File: config.mk
export PLATFORM = sky130hd
export DESIGN_NAME = lsu_ctrl_flat
export DESIGN_NICKNAME = d
export VERILOG_FILES = /design/src/rtl/lsu_ctrl_if.sv /design/src/rtl/lsu_ctrl.sv /design/src/flat_wrapper.sv
export SDC_FILE = /design/constraint.sdc
export NUM_CORES = 1
export LEC_CHECK = 0
export CORE_AREA = 3 3 157 159
export CTS_CLUSTER_DIAMETER = 60
export DETAILED_ROUTE_END_ITERATION = 8
export DIE_AREA = 0 0 160 162
export DONT_BUFFER_PORTS = 1
export PLACE_DENSITY = 0.63
export SLEW_MARGIN = 10
export SYNTH_ARGS = -nofsm -noshare
export SYNTH_HDL_FRONTEND = slang
export SYNTH_SLANG_ARGS = --single-unit
File: constraint.sdc
create_clock -name clk -period 3.1 [get_ports clk]
set_clock_uncertainty 0.15 [all_clocks]
set_input_delay 0.62 -clock clk [delete_from_list [all_inputs] [get_ports clk]]
set_output_delay 0.62 -clock clk [all_outputs]
set_load 0.05 [all_outputs]
File: src/rtl/lsu_ctrl_if.sv
// Request/response/bus bundle for lsu_ctrl.
// master: the load/store unit side (drives bus request and response).
// slave:  the environment side (pipeline front end, memory and consumer).
interface lsu_ctrl_if;
    // Decoded memory request from the pipeline
    logic        req_valid;
    logic        req_ready;
    logic        MemWr;
    logic [2:0]  MemOP;
    logic [63:0] addr;
    logic [63:0] wdata;

    // Response to the pipeline
    logic        rsp_valid;
    logic        rsp_ready;
    logic [63:0] rsp_rdata;
    logic        rsp_err;

    // Memory bus (one request outstanding)
    logic        mem_valid;
    logic        mem_we;
    logic [63:0] mem_addr;
    logic [63:0] mem_wdata;
    logic [7:0]  mem_wmask;
    logic        mem_ready;
    logic        mem_rvalid;
    logic [63:0] mem_rdata;
    logic        mem_rerr;

    modport master (
        input  req_valid, MemWr, MemOP, addr, wdata,
        output req_ready,
        output rsp_valid, rsp_rdata, rsp_err,
        input  rsp_ready,
        output mem_valid, mem_we, mem_addr, mem_wdata, mem_wmask,
        input  mem_ready, mem_rvalid, mem_rdata, mem_rerr
    );

    modport slave (
        output req_valid, MemWr, MemOP, addr, wdata,
        input  req_ready,
        input  rsp_valid, rsp_rdata, rsp_err,
        output rsp_ready,
        input  mem_valid, mem_we, mem_addr, mem_wdata, mem_wmask,
        output mem_ready, mem_rvalid, mem_rdata, mem_rerr
    );
endinterface

File: src/rtl/lsu_ctrl.sv
// Load/store unit controller: accepts one decoded memory request at a time,
// issues it on a 64-bit word bus with byte lanes, and returns extended load
// data (or store completion) to the pipeline.
// Optional feature: define LSU_MISALIGN_CHECK_EN to fault accesses that are
// not naturally aligned to their size without touching the bus. Without it,
// misaligned accesses go to the bus and bytes past the word are dropped.
module lsu_ctrl (
    input  logic       clk,
    input  logic       rst,
    lsu_ctrl_if.master bus
);

    typedef enum logic [1:0] {IDLE, REQ, WAIT, RESP} stateT;

    stateT       stateReg;
    logic        isWrReg;
    logic [2:0]  opReg;
    logic [2:0]  offReg;

    logic        reqReadyReg;
    logic        memValidReg;
    logic        memWeReg;
    logic [63:0] memAddrReg;
    logic [63:0] memWdataReg;
    logic [7:0]  memWmaskReg;
    logic        rspValidReg;
    logic [63:0] rspRdataReg;
    logic        rspErrReg;

    logic [2:0]  inOff;
    logic [3:0]  inBytes;
    logic [7:0]  laneMask;
    logic [63:0] wdataShifted;

    assign inOff        = bus.addr[2:0];
    assign wdataShifted = bus.wdata << {inOff, 3'b000};

    // Access size in bytes from the func3 size field
    always_comb begin
        inBytes = 4'd1;
        case (bus.MemOP[1:0])
            2'b00:   inBytes = 4'd1;
            2'b01:   inBytes = 4'd2;
            2'b10:   inBytes = 4'd4;
            default: inBytes = 4'd8;
        endcase
    end

    // Byte lane gi is written when it falls inside [off, off+size); lanes past 7 simply vanish
    genvar gi;
    generate
        for (gi = 0; gi < 8; gi++) begin : gLane
            assign laneMask[gi] = (4'(gi) >= {1'b0, inOff}) &&
                                  (4'(gi) <  ({1'b0, inOff} + inBytes));
        end
    endgenerate

`ifdef LSU_MISALIGN_CHECK_EN
    logic [2:0] alignMask;
    logic       misaligned;
    assign alignMask  = 3'(inBytes - 4'd1);
    assign misaligned = |(inOff & alignMask);
`endif

    // Right-align the addressed bytes, keep the access size, then sign/zero extend
    function automatic logic [63:0] extendLoad(input logic [63:0] raw,
                                               input logic [2:0]  op,
                                               input logic [2:0]  off);
        logic [63:0] sh;
        logic [63:0] res;
        sh = raw >> {off, 3'b000};
        case (op[1:0])
            2'b00:   res = op[2] ? {56'd0, sh[7:0]}  : {{56{sh[7]}},  sh[7:0]};
            2'b01:   res = op[2] ? {48'd0, sh[15:0]} : {{48{sh[15]}}, sh[15:0]};
            2'b10:   res = op[2] ? {32'd0, sh[31:0]} : {{32{sh[31]}}, sh[31:0]};
            default: res = sh;
        endcase
        return res;
    endfunction

    assign bus.req_ready = reqReadyReg;
    assign bus.mem_valid = memValidReg;
    assign bus.mem_we    = memWeReg;
    assign bus.mem_addr  = memAddrReg;
    assign bus.mem_wdata = memWdataReg;
    assign bus.mem_wmask = memWmaskReg;
    assign bus.rsp_valid = rspValidReg;
    assign bus.rsp_rdata = rspRdataReg;
    assign bus.rsp_err   = rspErrReg;

    // Transaction FSM with registered outputs; request inputs only matter in IDLE
    always_ff @(posedge clk) begin
        if (rst) begin
            stateReg    <= IDLE;
            isWrReg     <= 1'b0;
            opReg       <= 3'b000;
            offReg      <= 3'b000;
            reqReadyReg <= 1'b1;
            memValidReg <= 1'b0;
            memWeReg    <= 1'b0;
            memAddrReg  <= '0;
            memWdataReg <= '0;
            memWmaskReg <= '0;
            rspValidReg <= 1'b0;
            rspRdataReg <= '0;
            rspErrReg   <= 1'b0;
        end else begin
            case (stateReg)
                IDLE: begin
                    if (bus.req_valid) begin
                        reqReadyReg <= 1'b0;
                        isWrReg     <= bus.MemWr;
                        opReg       <= bus.MemOP;
                        offReg      <= inOff;
                        if (bus.MemOP == 3'b111) begin
                            // No-op completes immediately with a clean response
                            stateReg    <= RESP;
                            rspValidReg <= 1'b1;
                            rspRdataReg <= '0;
                            rspErrReg   <= 1'b0;
                        end
`ifdef LSU_MISALIGN_CHECK_EN
                        else if (misaligned) begin
                            // Misaligned access faults without a bus cycle
                            stateReg    <= RESP;
                            rspValidReg <= 1'b1;
                            rspRdataReg <= '0;
                            rspErrReg   <= 1'b1;
                        end
`endif
                        else begin
                            stateReg    <= REQ;
                            memValidReg <= 1'b1;
                            memWeReg    <= bus.MemWr;
                            memAddrReg  <= {bus.addr[63:3], 3'b000};
                            memWdataReg <= wdataShifted;
                            memWmaskReg <= bus.MemWr ? laneMask : 8'h00;
                        end
                    end
                end
                REQ: begin
                    // Any mem_rvalid here belongs to nothing we issued
                    if (bus.mem_ready) begin
                        stateReg    <= WAIT;
                        memValidReg <= 1'b0;
                    end
                end
                WAIT: begin
                    if (bus.mem_rvalid) begin
                        stateReg    <= RESP;
                        rspValidReg <= 1'b1;
                        rspErrReg   <= bus.mem_rerr;
                        rspRdataReg <= isWrReg ? 64'd0
                                               : extendLoad(bus.mem_rdata, opReg, offReg);
                    end
                end
                RESP: begin
                    if (bus.rsp_ready) begin
                        stateReg    <= IDLE;
                        rspValidReg <= 1'b0;
                        reqReadyReg <= 1'b1;
                    end
                end
                default: begin
                    stateReg    <= IDLE;
                    reqReadyReg <= 1'b1;
                    memValidReg <= 1'b0;
                    rspValidReg <= 1'b0;
                end
            endcase
        end
    end

endmodule

File: src/flat_wrapper.sv
// flat-port wrapper written by rule: the top's interface ports become plain ports
module lsu_ctrl_flat 
  (clk, rst, bus_req_valid, bus_MemWr, bus_MemOP, bus_addr, bus_wdata, bus_req_ready, bus_rsp_valid, bus_rsp_rdata, bus_rsp_err, bus_rsp_ready, bus_mem_valid, bus_mem_we, bus_mem_addr, bus_mem_wdata, bus_mem_wmask, bus_mem_ready, bus_mem_rvalid, bus_mem_rdata, bus_mem_rerr);
  lsu_ctrl_if bus_i ();
  input  logic clk;
  input  logic rst;
  input wire logic [$bits(bus_i.req_valid)-1:0] bus_req_valid;
  input wire logic [$bits(bus_i.MemWr)-1:0] bus_MemWr;
  input wire logic [$bits(bus_i.MemOP)-1:0] bus_MemOP;
  input wire logic [$bits(bus_i.addr)-1:0] bus_addr;
  input wire logic [$bits(bus_i.wdata)-1:0] bus_wdata;
  output wire logic [$bits(bus_i.req_ready)-1:0] bus_req_ready;
  output wire logic [$bits(bus_i.rsp_valid)-1:0] bus_rsp_valid;
  output wire logic [$bits(bus_i.rsp_rdata)-1:0] bus_rsp_rdata;
  output wire logic [$bits(bus_i.rsp_err)-1:0] bus_rsp_err;
  input wire logic [$bits(bus_i.rsp_ready)-1:0] bus_rsp_ready;
  output wire logic [$bits(bus_i.mem_valid)-1:0] bus_mem_valid;
  output wire logic [$bits(bus_i.mem_we)-1:0] bus_mem_we;
  output wire logic [$bits(bus_i.mem_addr)-1:0] bus_mem_addr;
  output wire logic [$bits(bus_i.mem_wdata)-1:0] bus_mem_wdata;
  output wire logic [$bits(bus_i.mem_wmask)-1:0] bus_mem_wmask;
  input wire logic [$bits(bus_i.mem_ready)-1:0] bus_mem_ready;
  input wire logic [$bits(bus_i.mem_rvalid)-1:0] bus_mem_rvalid;
  input wire logic [$bits(bus_i.mem_rdata)-1:0] bus_mem_rdata;
  input wire logic [$bits(bus_i.mem_rerr)-1:0] bus_mem_rerr;
  assign bus_i.req_valid = bus_req_valid;
  assign bus_i.MemWr = bus_MemWr;
  assign bus_i.MemOP = bus_MemOP;
  assign bus_i.addr = bus_addr;
  assign bus_i.wdata = bus_wdata;
  assign bus_req_ready = bus_i.req_ready;
  assign bus_rsp_valid = bus_i.rsp_valid;
  assign bus_rsp_rdata = bus_i.rsp_rdata;
  assign bus_rsp_err = bus_i.rsp_err;
  assign bus_i.rsp_ready = bus_rsp_ready;
  assign bus_mem_valid = bus_i.mem_valid;
  assign bus_mem_we = bus_i.mem_we;
  assign bus_mem_addr = bus_i.mem_addr;
  assign bus_mem_wdata = bus_i.mem_wdata;
  assign bus_mem_wmask = bus_i.mem_wmask;
  assign bus_i.mem_ready = bus_mem_ready;
  assign bus_i.mem_rvalid = bus_mem_rvalid;
  assign bus_i.mem_rdata = bus_mem_rdata;
  assign bus_i.mem_rerr = bus_mem_rerr;
  lsu_ctrl u_core (.clk(clk), .rst(rst), .bus(bus_i));
endmodule
# ---- Yosys cells after proc, flatten, opt, wreduce, memory -nomap -nowiden
# Index checks and enable logic that the tools add are counted.
dict set report op_classes {
  bitwise 1
  n_eq_ne 14
  n_mux 33
  addsub 1
  n_reduce_logical 21
  shift 2
  n_lt_le_gt_ge 15
}
# operator n
set op_table {}
lappend op_table {{two-way mux 64 bit} 7}
lappend op_table {{one-hot mux 64 bit (3 select lines)} 1}
lappend op_table {{one-hot mux 64 bit (2 select lines)} 1}
lappend op_table {{<< shifter 64 x 6 -> 64 bit} 1}
lappend op_table {{right shift 64 x 6 -> 64 bit} 1}
lappend op_table {{less-than comparator 3 x 4 -> 1 bit (first input constant)} 4}
lappend op_table {{two-way mux 1 bit} 12}
lappend op_table {{one-hot mux 4 bit (3 select lines)} 1}
lappend op_table {{AND reduction 4 bit} 3}
lappend op_table {{two-way mux 2 bit} 5}
lappend op_table {{inequality test 2 bit (second input constant)} 5}
lappend op_table {{>= comparator 3 bit (first input constant)} 3}
lappend op_table {{equality test 2 bit (second input constant)} 4}
lappend op_table {{less-than comparator 1 x 4 -> 1 bit (first input constant)} 2}
lappend op_table {{less-than comparator 2 x 4 -> 1 bit (first input constant)} 2}
lappend op_table {{two-way mux 8 bit} 1}
lappend op_table {{one-hot mux 2 bit (4 select lines)} 1}
lappend op_table {{logical AND 1 bit} 7}
lappend op_table {{equality test 2 x 1 -> 1 bit (second input constant)} 3}
lappend op_table {{>= comparator 1 x 3 -> 1 bit (first input constant)} 2}
lappend op_table {{>= comparator 2 x 3 -> 1 bit (first input constant)} 2}
lappend op_table {{zero test 2 bit} 3}
lappend op_table {{one-hot mux 1 bit (2 select lines)} 3}
lappend op_table {{AND reduction 3 bit} 2}
lappend op_table {{other kinds (9)} 11}
dict set report word_totals {
  ff_bits 211
  elab_cells 100
  input_bits 203
  out_inout_bits 205
}

# ---- Depth between registers and ports, before layout
dict set report logic_depth {
  ltp_word 6
  ltp_mapped 10
  depth_no_buf 7
}

# ---- Worst setup path before layout
# No wires, ideal clock.
dict set report synth_path {
  path_type {register to register}
  from {register u_core.stateReg[0]}
  to {register u_core.rspRdataReg[28], in the netlist u_core.bus.rsp_rdata[28]}
  setup_slack_ns 0.823
  setup_time_ns 0.082
  synth_period_minus_slack_ns 2.277
  n_path_buf 2
  arrival_time_ns 2.044
  stages_incl_launch_ff 10
  cell_sequence {dfxtp_1 > inv_1 > ha_1 > buf_2 > nor2b_1 > a2111oi_4 > and2_4 > nand2_1 > buf_2 > o2111ai_1}
}
dict set report synth_between {
  elab_chain_len 3
  elab_cells_between_ends 8
  cone_classes {eq/ne (4); mux (1); reduce/logical (3)}
}
# item line
set synth_rtl {}
lappend synth_rtl {{start, declared} lsu_ctrl.sv:15} ;# stateT stateReg;
lappend synth_rtl {{start signal, assigned} lsu_ctrl.sv:94} ;# stateReg <= IDLE;
lappend synth_rtl {{start signal, assigned} lsu_ctrl.sv:117} ;# stateReg <= RESP;
lappend synth_rtl {{start signal, assigned} lsu_ctrl.sv:132} ;# stateReg <= REQ;
lappend synth_rtl {{equality test 2 bit or zero test 2 bit (tied branches)} lsu_ctrl.sv:108} ;# case (stateReg)
lappend synth_rtl {{inequality test 2 bit (no source line), or another cell as far along} --}
lappend synth_rtl {{AND reduction 4 bit (no source line)} --}
lappend synth_rtl {{end signal, assigned} lsu_ctrl.sv:153} ;# rspRdataReg <= isWrReg ? 64'd0
lappend synth_rtl {{end, declared} lsu_ctrl.sv:27} ;# logic [63:0] rspRdataReg;
# Several ways; a longest one is shown, not always the timed one.
# A chain may end at the register's enable or synchronous reset.

# ---- Final worst setup path
dict set report layout_path {
  from {register u_core.stateReg[0]}
  to {register u_core.memWdataReg[50], in the netlist u_core.bus.mem_wdata[50]}
}
dict set report layout_between {
  elab_chain_len 2
}
# item line
set layout_rtl {}
lappend layout_rtl {{zero test 2 bit} lsu_ctrl.sv:108}
lappend layout_rtl {{AND reduction 3 bit (no source line)} --}
lappend layout_rtl {{end signal, assigned} lsu_ctrl.sv:136} ;# memWdataReg <= wdataShifted;
lappend layout_rtl {{end, declared} lsu_ctrl.sv:24} ;# logic [63:0] memWdataReg;
# Every way passes these cells.

==> flow_summary.ini <==
[detailed_routing]
wire_per_inst_microns = 23.2
wirelength_mm = 36.9
ant_nets = 0
dr.pass1.iters = 6
dr_total_vias = 9740
drt-initial-drc-count = 943
post-route-drc-count = 0
viasPerCell = 6.11

[yosys]
synth-async-reset-ratio_pct = 0
ys_seq_area_share_pct = 38.3
syn_avg_cell_area_sq_um = 8.36
synth_top_area_share_pct = 38.3
synth_area_sq_mm = 0.0110
synth_seq_cells = 211
synth_cell_type_count = 60
ys.flop_type = dfxtp_1
synthTopCellsByArea = dfxtp_1 (38%), nand2_1 (8.8%), a21oi_1 (6.1%)
synth_edf_count = 0
yosysWarnings = 0
synth_commonest_cells = nand2_1 (258), dfxtp_1 (211), a21oi_1 (134)
synth_area_leader_cell = dfxtp_1
synth_cells = 1319
yosysMostFrequentCell = nand2_1

[power]
irDropWorstVdd_v = 0.000401
p_leak_nw = 4.43
p_per_area_mw_per_mm2 = 816

[global_routing]
grt_max_degree = 160
track_usage_pct = 26.6
grt_pass1_wl_mm = 54.8
grt_pass1_vias = 9197
gr-total-overflow = 0
antenna_found_initial = 0

[outcome]
status = completed

[clocking]
cts_made_buffers = 25
root_buffer = clkbuf_16
clk_latency_ns = 0.52
clock_path_buffers = 3
clk_pin_slew_ns = 0.06
postCtsSetupBuffers = 0
cts.sinks = 211
h-tree-depth = 1
cts_resized = 0
cts_tree = built

[final_layout]
multi_input_area_sq_mm = 0.00628
fillers = 2227
drive_gt1_share_pct = 13.9
diodes = 0
post-route-util_pct = 51.1
regArea_sq_mm = 0.00423
area_delta_synth_final_pct = 8.52
nNetsFinal = 1467

[die]
die_w_microns = 160
boundaryPins = 408
coreArea_sq_mm = 0.0234
floorplan.initialDensity_pct = 47.1
die_height_microns = 162
rows = 56
die-area_sq_mm = 0.0259

[sta]
fin_hold_ws_ns = 0.0198
setup_viol = 0
worst_slew_pin_slew_ns = 0.713
fin_crit_sh_pct = 81.9
fin_ws_ns = 0.561
setup_tns_ns = 0
relSlewSlack_pct = 52.3
clock.fmax_mhz = 394
rsz0062_at_grt = false
min_period_ns = 2.54
slew_violations = 0
hold_violations = 0

[worst_setup_path]
crit_path_start = u_core.stateReg[0]
required_ns = 3.38
cp_slowest_cell = and2_1
path_depth = 7
ff2ff_path_depth = 7
worstReg2RegStart = u_core.stateReg[0]
slowest_delay_ns = 0.48
reg2reg_to = u_core.bus.mem_wdata[50]
cp.arrival_ns = 2.81
path_class = reg -> reg
critical_path_peak_fanout = 77
worst_setup_path_end_kind = register
cp.buffers_inverters = 2
cp-start-kind = register
worstSetupEndpoint = u_core.bus.mem_wdata[50]
worst-r2r-setup-slack_ns = 0.56
critPathTopFamily = simple AND/OR/NAND/NOR gates
path_cells = inv_1 > ha_1 > and2_1 > and2_4 > buf_12 > nor2_1 > a211oi_1

[placement]
dp_slack_ns = 0.617
port_buffers = 0
hpwl_mm = 27.2
place_congestion = 0.956

[job]
drv_cap = 0

[hold_path]
hold_depth = 1
hold_path_class = in -> reg
[per-layer routing]
metal | vias up | wire (microns) | track usage, %
met5 | - | 0 | 0
met3 | 81 | 4620 | 11.0
met2 | 502 | 17400 | 43.3
met4 | 0 | 1530 | 10.9
li1 | 4583 | - | -
met1 | 4574 | 13400 | 31.3
[registers in the layout, indices dropped and copies added (netlist names), 2 cells and up]
register              count
u_core.bus.mem_wdata     64
u_core.bus.rsp_rdata     64
u_core.bus.mem_addr      61
u_core.bus.mem_wmask      8
u_core.offReg             3
u_core.opReg              3
u_core.stateReg           2
[cells by family after synthesis]
group	share of synthesized area [%]
AND/OR/NAND/NOR	17.5
AO/OA/AOI/OAI	21.6
flip-flops	38.3
multiplexers	16.2
buffers and inverters	5.03
adder cells (fa/ha/maj)	0.976
XOR/XNOR	0.318
other	0.0340
[final cells by class]
type,count,area share (%)
clock buffers,35,6.13
clock inverters,11,0.648
multi-input cells,984,52.5
inverters,12,0.376
well taps,319,3.34
flip-flops and latches,211,35.3
repair buffers,22,1.74
[layout by cell type (no fill, tap or decap), types with 4 or more instances in the layout]
cell type | Yosys | layout
nand2_1 | 258 | 257
dfxtp_1 | 211 | 210
a21oi_1 | 134 | 134
nor2_1 | 131 | 131
mux2i_1 | 63 | 63
mux2_2 | 55 | 55
o21ai_0 | 47 | 47
a211oi_1 | 41 | 40
a22oi_1 | 36 | 36
nand3_1 | 25 | 25
clkbuf_16 | 0 | 25
mux4_2 | 24 | 24
o21ai_2 | 21 | 21
buf_4 | 5 | 17
nor2b_1 | 16 | 16
nor3_1 | 15 | 15
inv_1 | 12 | 12
o21ai_1 | 10 | 10
o311a_1 | 10 | 10
a221oi_1 | 9 | 9
a222oi_1 | 8 | 8
o2111ai_1 | 7 | 7
ha_1 | 7 | 7
clkbuf_8 | 0 | 7
nand2b_1 | 6 | 6
a31oi_1 | 6 | 6
o221ai_1 | 5 | 5
clkinv_2 | 0 | 5
o22ai_1 | 4 | 4
a32o_1 | 4 | 4
[worst reg2reg max path: cells and delay by family (launching register included)]
kind	cells	cell delay [ns]
AOI/OAI and AO/OA	1	0.24
adders and majority gates	1	0.34
buffers and inverters	2	0.39
DFF	1	0.33
and+or+nand+nor	3	1.00
[report_power, final]
| group | switching, mW | internal [mW] |
|---|---|---|
| registers | 1.54 | 3.09 |
| clock network | 1.20 | 1.66 |
| logic | 1.40 | 0.863 |
[through the flow]
stage,power (mW),std cells,instance area [sq um]
floorplan,6.37,1321,11000
global placement,6.90,1546,11100
detailed placement,6.93,1546,11100
CTS,9.81,1592,11900
global route,10.2,1594,12000
finish,9.76,1594,12000
[what timing repair did]
| item | CTS | global route |
|---|---|---|
| endpoints found under the hold margin | 0 | 1 |
| hold buffers | 0 | 2 |
| endpoints found under the setup margin | 0 | 0 |
[worst min-delay path by stage]
stage / startpoint / end / slack [ns]
2_1_floorplan: u_core.isWrReg / u_core.isWrReg / 0.28
3_3_place_gp: u_core.isWrReg / u_core.isWrReg / 0.30
3_5_place_dp: u_core.isWrReg / u_core.isWrReg / 0.30
4_1_cts: rst / u_core.bus.mem_wdata[1] / 0.004
5_1_grt: rst / u_core.bus.mem_wdata[6] / 0.002
6_report: rst / u_core.bus.mem_wdata[7] / 0.02
(Power assumes the default switching activity.)
